File: config.mk
export PLATFORM = sky130hd
export DESIGN_NAME = sr_window_sequencer_flat
export DESIGN_NICKNAME = d
export VERILOG_FILES = /design/src/rtl/sr_window_sequencer_pkg.sv /design/src/rtl/sr_window_sequencer_if.sv /design/src/rtl/sr_window_sequencer_raster_addr_gen.sv /design/src/rtl/sr_window_sequencer.sv /design/src/flat_wrapper.sv
export SDC_FILE = /design/constraint.sdc
export NUM_CORES = 1
export LEC_CHECK = 0
export CORE_MARGIN = 2
export CORE_UTILIZATION = 29
export DETAILED_ROUTE_END_ITERATION = 10
export PLACE_DENSITY_LB_ADDON = 0.12
export SLEW_MARGIN = 30
export SYNTH_ARGS = -nofsm -noshare
export SYNTH_HDL_FRONTEND = slang
export SYNTH_SLANG_ARGS = --single-unit
File: constraint.sdc
create_clock -name clock -period 3.1 [get_ports clock]
set_clock_uncertainty 0.05 [all_clocks]
set_input_delay 0.465 -clock clock [delete_from_list [all_inputs] [get_ports clock]]
set_output_delay 0.465 -clock clock [all_outputs]
set_load 0.02 [all_outputs]
File: src/rtl/sr_window_sequencer_pkg.sv
// Shared types and derived geometry for the downsampling window sequencer.
// Imported by the sequencer, its address generator, the ALU controller and the bench.
package sr_window_sequencer_pkg;

  typedef enum logic [2:0] {
    IDLE  = 3'd0,
    FETCH = 3'd1,
    SHIFT = 3'd2,
    EMIT  = 3'd3,
    FIN   = 3'd4
  } state_t;

  localparam int DEF_IMG_WIDTH  = 256;
  localparam int DEF_IMG_HEIGHT = 256;
  localparam int DEF_STRIDE     = 2;
  localparam int DEF_ADDR_W     = 16;

  function automatic int win_per_row(input int w, input int s);
    return (w - 3) / s + 1;
  endfunction

  function automatic int out_rows(input int h, input int s);
    return (h + s - 1) / s;
  endfunction

  function automatic int row_step(input int w, input int s);
    return w * s;
  endfunction

  localparam int WIN_PER_ROW = win_per_row(DEF_IMG_WIDTH, DEF_STRIDE);
  localparam int OUT_ROWS    = out_rows(DEF_IMG_HEIGHT, DEF_STRIDE);
  localparam int ROW_STEP    = row_step(DEF_IMG_WIDTH, DEF_STRIDE);

endpackage

File: src/rtl/sr_window_sequencer_if.sv
// Control/handshake bundle between the window sequencer, image memory and the filter/ALU.
// master = sequencer side, slave = environment (memory + consumer + frame control).
interface sr_window_sequencer_if #(
    parameter int ADDR_W = 16
);
    logic              start;
    logic              busy;
    logic              done;
    logic              mem_req;
    logic [ADDR_W-1:0] mem_addr;
    logic              mem_ack;
    logic              SR_en;
    logic              win_valid;
    logic              win_ready;
    logic [ADDR_W-1:0] out_col;
    logic [ADDR_W-1:0] out_row;

    modport master (
        input  start, mem_ack, win_ready,
        output busy, done, mem_req, mem_addr, SR_en, win_valid, out_col, out_row
    );

    modport slave (
        output start, mem_ack, win_ready,
        input  busy, done, mem_req, mem_addr, SR_en, win_valid, out_col, out_row
    );
endinterface

File: src/rtl/sr_window_sequencer_raster_addr_gen.sv
// Raster walker: column/row counters, row-base accumulator, fill level and the
// window / end-of-row / end-of-frame decisions the sequencer FSM branches on.
module raster_addr_gen
    import sr_window_sequencer_pkg::*;
#(
    parameter int IMG_WIDTH  = DEF_IMG_WIDTH,
    parameter int IMG_HEIGHT = DEF_IMG_HEIGHT,
    parameter int STRIDE     = DEF_STRIDE,
    parameter int ADDR_W     = DEF_ADDR_W
) (
    input  logic              clock,
    input  logic              reset_n,
    input  logic              i_clear,
    input  logic              i_shift,
    input  logic              i_col_inc,
    input  logic              i_row_next,
    output logic [ADDR_W-1:0] o_addr,
    output logic              o_emit_pt,
    output logic              o_eol,
    output logic              o_eof
);
    localparam logic [ADDR_W-1:0] STEP = ADDR_W'(row_step(IMG_WIDTH, STRIDE));
    localparam int CW = ADDR_W + 2;

    logic [ADDR_W-1:0] r_col;
    logic [ADDR_W-1:0] r_row;
    logic [ADDR_W-1:0] r_base;
    logic [ADDR_W-1:0] r_addr;
    logic [1:0]        r_fill;
    logic [CW-1:0]     w_col_ext;
    logic              w_phase_ok;

    // The address is tracked incrementally alongside col so no multiplier is needed.
    always_ff @(posedge clock or negedge reset_n) begin
        if (!reset_n) begin
            r_col  <= '0;
            r_row  <= '0;
            r_base <= '0;
            r_addr <= '0;
            r_fill <= '0;
        end else if (i_clear) begin
            r_col  <= '0;
            r_row  <= '0;
            r_base <= '0;
            r_addr <= '0;
            r_fill <= '0;
        end else if (i_row_next) begin
            r_col  <= '0;
            r_fill <= '0;
            r_row  <= r_row + ADDR_W'(STRIDE);
            r_base <= r_base + STEP;
            r_addr <= r_base + STEP;
        end else begin
            if (i_shift && r_fill != 2'd3) r_fill <= r_fill + 2'd1;
            if (i_col_inc) begin
                r_col  <= r_col + 1'b1;
                r_addr <= r_addr + 1'b1;
            end
        end
    end

    assign w_col_ext  = CW'(r_col);
    assign w_phase_ok = ((w_col_ext - CW'(2)) % CW'(STRIDE)) == '0;

    // Sampled during SHIFT, before this pixel bumps fill: fill>=2 means 3 are in.
    assign o_emit_pt = (w_col_ext >= CW'(2)) && w_phase_ok && (r_fill >= 2'd2);
    assign o_eol     = (w_col_ext + CW'(STRIDE)) > CW'(IMG_WIDTH - 1);
    assign o_eof     = (CW'(r_row) + CW'(STRIDE)) >= CW'(IMG_HEIGHT);
    assign o_addr    = r_addr;
endmodule

File: src/rtl/sr_window_sequencer.sv
// Sequencer for the 3-tap pixel shift-register chain: fetches pixels in raster order,
// pulses SR_en per pixel and hands a window to the filter every STRIDE pixels.
module sr_window_sequencer
    import sr_window_sequencer_pkg::*;
#(
    parameter int IMG_WIDTH  = DEF_IMG_WIDTH,
    parameter int IMG_HEIGHT = DEF_IMG_HEIGHT,
    parameter int STRIDE     = DEF_STRIDE,
    parameter int ADDR_W     = DEF_ADDR_W
) (
    input  logic                  clock,
    input  logic                  reset_n,
    sr_window_sequencer_if.master bus
);
    state_t            r_state;
    state_t            w_nxt;
    logic [1:0]        r_rst_sync;
    logic              w_rst_n;
    logic              r_busy;
    logic              r_done;
    logic              r_mem_req;
    logic              r_sr_en;
    logic              r_win_valid;
    logic [ADDR_W-1:0] r_out_col;
    logic [ADDR_W-1:0] r_out_row;
    logic              w_clear;
    logic              w_shift;
    logic              w_col_inc;
    logic              w_row_next;
    logic              w_win_hs;
    logic [ADDR_W-1:0] w_addr;
    logic              w_emit_pt;
    logic              w_eol;
    logic              w_eof;

    // Reset asserts immediately, releases on a clock edge.
    always_ff @(posedge clock or negedge reset_n) begin
        if (!reset_n) r_rst_sync <= '0;
        else          r_rst_sync <= {r_rst_sync[0], 1'b1};
    end
    assign w_rst_n = r_rst_sync[1];

    raster_addr_gen #(
        .IMG_WIDTH (IMG_WIDTH),
        .IMG_HEIGHT(IMG_HEIGHT),
        .STRIDE    (STRIDE),
        .ADDR_W    (ADDR_W)
    ) u_addr (
        .clock     (clock),
        .reset_n   (w_rst_n),
        .i_clear   (w_clear),
        .i_shift   (w_shift),
        .i_col_inc (w_col_inc),
        .i_row_next(w_row_next),
        .o_addr    (w_addr),
        .o_emit_pt (w_emit_pt),
        .o_eol     (w_eol),
        .o_eof     (w_eof)
    );

    always_ff @(posedge clock or negedge w_rst_n) begin
        if (!w_rst_n) r_state <= IDLE;
        else          r_state <= w_nxt;
    end

    always_comb begin
        w_nxt      = r_state;
        w_clear    = 1'b0;
        w_shift    = 1'b0;
        w_col_inc  = 1'b0;
        w_row_next = 1'b0;
        w_win_hs   = 1'b0;
        case (r_state)
            IDLE: begin
                if (bus.start) begin
                    w_clear = 1'b1;
                    w_nxt   = FETCH;
                end
            end
            FETCH: begin
                if (bus.mem_ack) w_nxt = SHIFT;
            end
            SHIFT: begin
                w_shift = 1'b1;
                if (w_emit_pt) begin
                    w_nxt = EMIT;
                end else begin
                    w_col_inc = 1'b1;
                    w_nxt     = FETCH;
                end
            end
            EMIT: begin
                if (bus.win_ready) begin
                    w_win_hs = 1'b1;
                    if (!w_eol) begin
                        w_col_inc = 1'b1;
                        w_nxt     = FETCH;
                    end else begin
                        // Trailing pixels past the last full window are skipped.
                        w_row_next = 1'b1;
                        w_nxt      = w_eof ? FIN : FETCH;
                    end
                end
            end
            FIN:     w_nxt = IDLE;
            default: w_nxt = IDLE;
        endcase
    end

    // Outputs are registered from the next state so they line up with r_state.
    always_ff @(posedge clock or negedge w_rst_n) begin
        if (!w_rst_n) begin
            r_busy      <= 1'b0;
            r_done      <= 1'b0;
            r_mem_req   <= 1'b0;
            r_sr_en     <= 1'b0;
            r_win_valid <= 1'b0;
            r_out_col   <= '0;
            r_out_row   <= '0;
        end else begin
            r_busy      <= (w_nxt != IDLE);
            r_done      <= (w_nxt == FIN);
            r_mem_req   <= (w_nxt == FETCH);
            r_sr_en     <= (w_nxt == SHIFT);
            r_win_valid <= (w_nxt == EMIT);
            if (w_clear) begin
                r_out_col <= '0;
                r_out_row <= '0;
            end else if (w_win_hs) begin
                if (w_row_next) begin
                    r_out_col <= '0;
                    r_out_row <= r_out_row + 1'b1;
                end else begin
                    r_out_col <= r_out_col + 1'b1;
                end
            end
        end
    end

    assign bus.busy      = r_busy;
    assign bus.done      = r_done;
    assign bus.mem_req   = r_mem_req;
    assign bus.mem_addr  = w_addr;
    assign bus.SR_en     = r_sr_en;
    assign bus.win_valid = r_win_valid;
    assign bus.out_col   = r_out_col;
    assign bus.out_row   = r_out_row;
endmodule
File: src/flat_wrapper.sv
// flat-port wrapper written by rule: the top's interface ports become plain ports
module sr_window_sequencer_flat import sr_window_sequencer_pkg::*;
#(
    parameter int IMG_WIDTH  = DEF_IMG_WIDTH,
    parameter int IMG_HEIGHT = DEF_IMG_HEIGHT,
    parameter int STRIDE     = DEF_STRIDE,
    parameter int ADDR_W     = DEF_ADDR_W
)
  (clock, reset_n, bus_start, bus_mem_ack, bus_win_ready, bus_busy, bus_done, bus_mem_req, bus_mem_addr, bus_SR_en, bus_win_valid, bus_out_col, bus_out_row);
  sr_window_sequencer_if #(.ADDR_W(ADDR_W)) bus_i ();
  input  logic clock;
  input  logic reset_n;
  input wire logic [$bits(bus_i.start)-1:0] bus_start;
  input wire logic [$bits(bus_i.mem_ack)-1:0] bus_mem_ack;
  input wire logic [$bits(bus_i.win_ready)-1:0] bus_win_ready;
  output wire logic [$bits(bus_i.busy)-1:0] bus_busy;
  output wire logic [$bits(bus_i.done)-1:0] bus_done;
  output wire logic [$bits(bus_i.mem_req)-1:0] bus_mem_req;
  output wire logic [$bits(bus_i.mem_addr)-1:0] bus_mem_addr;
  output wire logic [$bits(bus_i.SR_en)-1:0] bus_SR_en;
  output wire logic [$bits(bus_i.win_valid)-1:0] bus_win_valid;
  output wire logic [$bits(bus_i.out_col)-1:0] bus_out_col;
  output wire logic [$bits(bus_i.out_row)-1:0] bus_out_row;
  assign bus_i.start = bus_start;
  assign bus_i.mem_ack = bus_mem_ack;
  assign bus_i.win_ready = bus_win_ready;
  assign bus_busy = bus_i.busy;
  assign bus_done = bus_i.done;
  assign bus_mem_req = bus_i.mem_req;
  assign bus_mem_addr = bus_i.mem_addr;
  assign bus_SR_en = bus_i.SR_en;
  assign bus_win_valid = bus_i.win_valid;
  assign bus_out_col = bus_i.out_col;
  assign bus_out_row = bus_i.out_row;
  sr_window_sequencer #(.IMG_WIDTH(IMG_WIDTH), .IMG_HEIGHT(IMG_HEIGHT), .STRIDE(STRIDE), .ADDR_W(ADDR_W)) u_core (.clock(clock), .reset_n(reset_n), .bus(bus_i));
endmodule
==> flow_results.org <==
** Critical path
- Data arrival at the endpoint of the critical path :: 3.08 ns
- The critical path in this run is classified as flop to flop.
- CP most frequent cell :: a21oi_1
- R2R depth :: 9
- Startpoint of the most critical register-to-register path :: u_core.u_addr.r_col[2]
- The worst register-to-register path has a setup slack of 0.25 ns.
- Gate family responsible for the most delay along the worst path :: compound AO/OA/AOI/OAI gates
- The worst setup path is launched from a flop.
- The worst register-to-register path ends at u_core.bus.out_row[14].
- Cell Chain, Critical Path :: ha_1, nand3_1, nor3_1, a21oi_1, o22ai_2, o31a_2, o2111ai_2, or3_1, a21oi_1
- WP data required :: 3.33 ns
- CP Buf/Inv Count :: 0
- The slowest stage of the critical path is the o31a_2 cell.
- Crit-path max cell delay :: 0.43 ns
- Category of the worst setup path capture point :: flop
- Along the worst path, the maximum fanout reaches 14.

** Detailed routing
- Wire segments on met3 add up to 393 um in the final route.
- After detailed routing, the average wire length per cell comes to 15.6 um.
- Total vias in the final route :: 4,236
- In this run the top signal layer used is met4.
- In the routed design, unresolved DRC markers number 1.
- The routed design uses 6.15 mm of met2 wire.
- In this run the remaining antenna-violating nets after routing total 0.
- Pre-antenna DRT Iters :: 9
- Routed length on met1 :: 6.62 mm
- Dividing the detail-routed via count by the number of cells gives 4.94.
- Starting DRC count in detailed routing :: 263
- After detailed routing, the total wire length is 13.3 mm.

** Timing
- Max transition margin :: 56.1%
- Final hold violation count :: 0
- Setup violations remaining at the end of the flow were counted as 0.
- Setup slack closes at 0.253 ns.
- The max-slew violation count was 0.
- At the pin with the least slew margin, the transition time is 0.658 ns.
- After layout, the minimum clock period comes to 2.85 ns.
- Max Clk Rate :: 0.351 GHz
- Of the available clock period, the critical path in the final layout requires 91.8%.
- For the final routed database, the setup TNS stands at 0 ns.
- Setup repair after global routing missed its margin :: no

** GRT
- Entering global routing, the biggest net connects 50 pins.
- In the global route stage, overall resource usage came out at 14.4%.
- Global route total overflow :: 0
- The number of global-route vias before repair came to 4,329.
- First-pass GRT wire length :: 22.8 mm
- Antenna violations before repair :: 0

** Place
- During placement, the flow inserted port buffers numbering 57.
- Total half-perimeter wirelength after legalization and detailed placement :: 9.24 mm
- Prior to clock tree synthesis, the placed netlist has a worst setup slack of 0.244 ns.
- Placer Congestion :: 0.813
- Placed Cells incl. Taps :: 842

** CTS
- The clock drives 98 sinks.
- The clock passes through at most 2 buffers.
- Clock-pin transition on the worst setup and hold timing paths :: 0.08 ns
- Post-CTS timing repair inserted 0 buffers for setup.
- TritonCTS built the clock tree.
- The H-tree generated during clock tree synthesis spans 3 levels.
- Inserted Clock Buffers :: 9
- Hold bufs inserted after CTS :: 0
- CTS placed an instance of clkbuf_16 at the clock tree root.
- Resized Gates After CTS :: 0
- The clock reaches the later pin of the worst-skew pair after 0.36 ns.

** Power
- Of the total power, registers draw 41.2%.
- Internal power :: 2.41 mW
- The analysis attributes to net switching a power of 1.28 mW.
- Logic gate share of total power :: 27.1%
- For this design the static power due to leakage is 2.90 nW.
- Max VDD drop :: 0.000303 V
- Power spread over the standard cell area amounts to 563 nW/um^2.
- Fraction of power consumed by the clock network :: 31.7%
- In this run switching power makes up 34.6% of total power.

** Flow run
- Max-cap violations in this run came to 0.

** Die
- X dimension of the die :: 140 um
- Area of the core :: 18,100 sq um
- Total die area :: 19,600 sq um
- Starting density of the core :: 29.7%
- Overall die height :: 140 um
- For this design the top-level I/O count stands at 58.
- The initialized floorplan defines 49 standard-cell rows.

** Yosys
- Mean post-synth cell area :: 9.47 sq um
- Top cells by count, synth :: dfrtp_1, nor2_1, xor2_1
- Proportion of register bits with asynchronous set or reset after synthesis :: 100%
- dfrtp_1 takes more of the synthesized area than any other cell.
- The Yosys step of the flow raised 0 warnings.
- In the post-synthesis netlist, the cell with the most instances is dfrtp_1.
- Synthesis handed over a netlist of 568 instances.
- Sequential area share after synthesis :: 45.6%
- Predominant post-synthesis flop cell :: dfrtp_1
- Sorting the synthesized cells by area gives the leading types as dfrtp_1, xor2_1, nor2_1.
- Net Count, Synth :: 585
- Flop and latch count out of synthesis :: 98
- Yosys mapped a number of flops with a built-in enable equal to 0.
- Of the post-synthesis cell area, the dominant cell type holds 45.6%.
- Synthesized area :: 5380 sq um
- Number of distinct standard cells referenced by the synthesized netlist :: 62

** Cells and area
- Of the cells placed in the final design, the portion with a size suffix greater than 1 is 8.74%.
- Layout overhead on the synthesized area :: 21.9%
- The number of antenna diodes in the final layout is 0.
- For this run, the number of standard cells in the final layout without fillers is 858.
- In the final design database the tool counted 641 nets.

** Run status
- Violated checks :: design-rule violations
- Result of the run :: finished, violations left

** Hold path
- Hold crit path type :: primary input to asynchronous set/reset pin
## layout by cell type, fill, tap and decap left out, types with 3 or more instances in the layout
| master | n |
|---|---|
| nand3_1 | 32 |
| nand2_1 | 44 |
| and4_1 | 6 |
| nor3_1 | 10 |
| nand2b_1 | 5 |
| ha_1 | 12 |
| o21a_1 | 3 |
| nor2_1 | 82 |
| and3_1 | 27 |
| mux2i_1 | 5 |
| nand4_1 | 28 |
| dfrtp_1 | 97 |
| buf_4 | 17 |
| clkbuf_16 | 9 |
| xor2_1 | 48 |
| a2111oi_2 | 4 |
| o21ai_0 | 14 |
| clkdlybuf4s50_1 | 57 |
| nor4_1 | 6 |
| xnor2_1 | 22 |
| a21oi_1 | 16 |
| mux2_2 | 3 |
| or3_1 | 4 |
| inv_1 | 12 |
| and2_1 | 12 |
## how the worst max path moves through the flow
stage                                start                     end  depth (start not counted)
finish              u_core.u_addr.r_col[2]  u_core.bus.out_row[14]                          9
global route        u_core.u_addr.r_col[2]  u_core.bus.out_row[15]                          9
global placement                 bus_start  u_core.bus.out_col[14]                          9
detailed placement               bus_start  u_core.bus.out_col[12]                          9
CTS                 u_core.u_addr.r_col[2]  u_core.bus.out_row[14]                          9
floorplan             u_core.r_rst_sync[1]        u_core.bus.SR_en                          0
## power by group through the flow
| stage | logic [mW] | registers [mW] | clock network, mW |
|---|---|---|---|
| after floorplan | 0.529 | 1.58 | 0 |
| after global placement | 1.01 | 1.55 | 0 |
| after detailed placement | 1.02 | 1.55 | 0 |
| after CTS | 1.02 | 1.53 | 1.22 |
| after global routing | 1.11 | 1.55 | 1.28 |
| final | 1.00 | 1.52 | 1.17 |
## sequential cells by signal, summed over array words and instances (netlist names)
| register | count |
|---|---|
| u_core.u_addr.r_fill | 2 |
| u_core.bus.out_col | 16 |
| u_core.bus.done | 1 |
| u_core.r_rst_sync | 2 |
| u_core.r_state | 3 |
| u_core.bus.win_valid | 1 |
| u_core.u_addr.r_col | 16 |
| u_core.bus.out_row | 16 |
| u_core.u_addr.r_row | 15 |
| u_core.u_addr.o_addr | 16 |
| u_core.bus.SR_en | 1 |
| u_core.u_addr.r_base | 7 |
| u_core.bus.busy | 1 |
| u_core.bus.mem_req | 1 |
## kinds of logic after synthesis
group / synth area share [%]
xor+xnor: 11.4
buf+inv: 3.86
simple gates: 26.1
mux: 1.56
flops: 45.6
compound gates: 8.63
other cells: 0.0697
fa+ha+maj: 2.79
## worst register-to-register path, stage by stage, from the launching register on
cell       delay, ns
dfrtp_1         0.36
ha_1            0.29
nand3_1         0.21
nor3_1          0.33
a21oi_1         0.13
o22ai_2         0.25
o31a_2          0.43
o2111ai_2       0.22
or3_1           0.37
a21oi_1         0.15
## cell type report
cell class              count  area (sq um)
well taps                 229           287
inverters                  12          45.0
flip-flops and latches     98          2460
clock buffers               9           225
clock inverters             7          75.1
multi-input cells         427          2730
fillers                  1832         11500
repair buffers             76           738
## per-stage QoR
step / util, % / power (mW) / hold WS, ns / area [sq um]
floorplan: - / 2.11 / 0.119 / 5380
global placement: 34.6 / 2.56 / 0.290 / 6260
detailed placement: 34.6 / 2.57 / 0.286 / 6260
CTS: 36.3 / 3.77 / 0.201 / 6560
global route: 36.3 / 3.95 / 0.204 / 6560
finish: 36.3 / 3.69 / 0.213 / 6560
## per-layer routing
| layer | up-vias | global-route usage (%) |
|---|---|---|
| met4 | 0 | 4.89 |
| met1 | 2055 | 19.9 |
| met2 | 66 | 23.1 |
| li1 | 2099 | - |
| met3 | 16 | 2.46 |
| met5 | - | 0 |
Note: power is estimated with default switching activity, not from simulation.
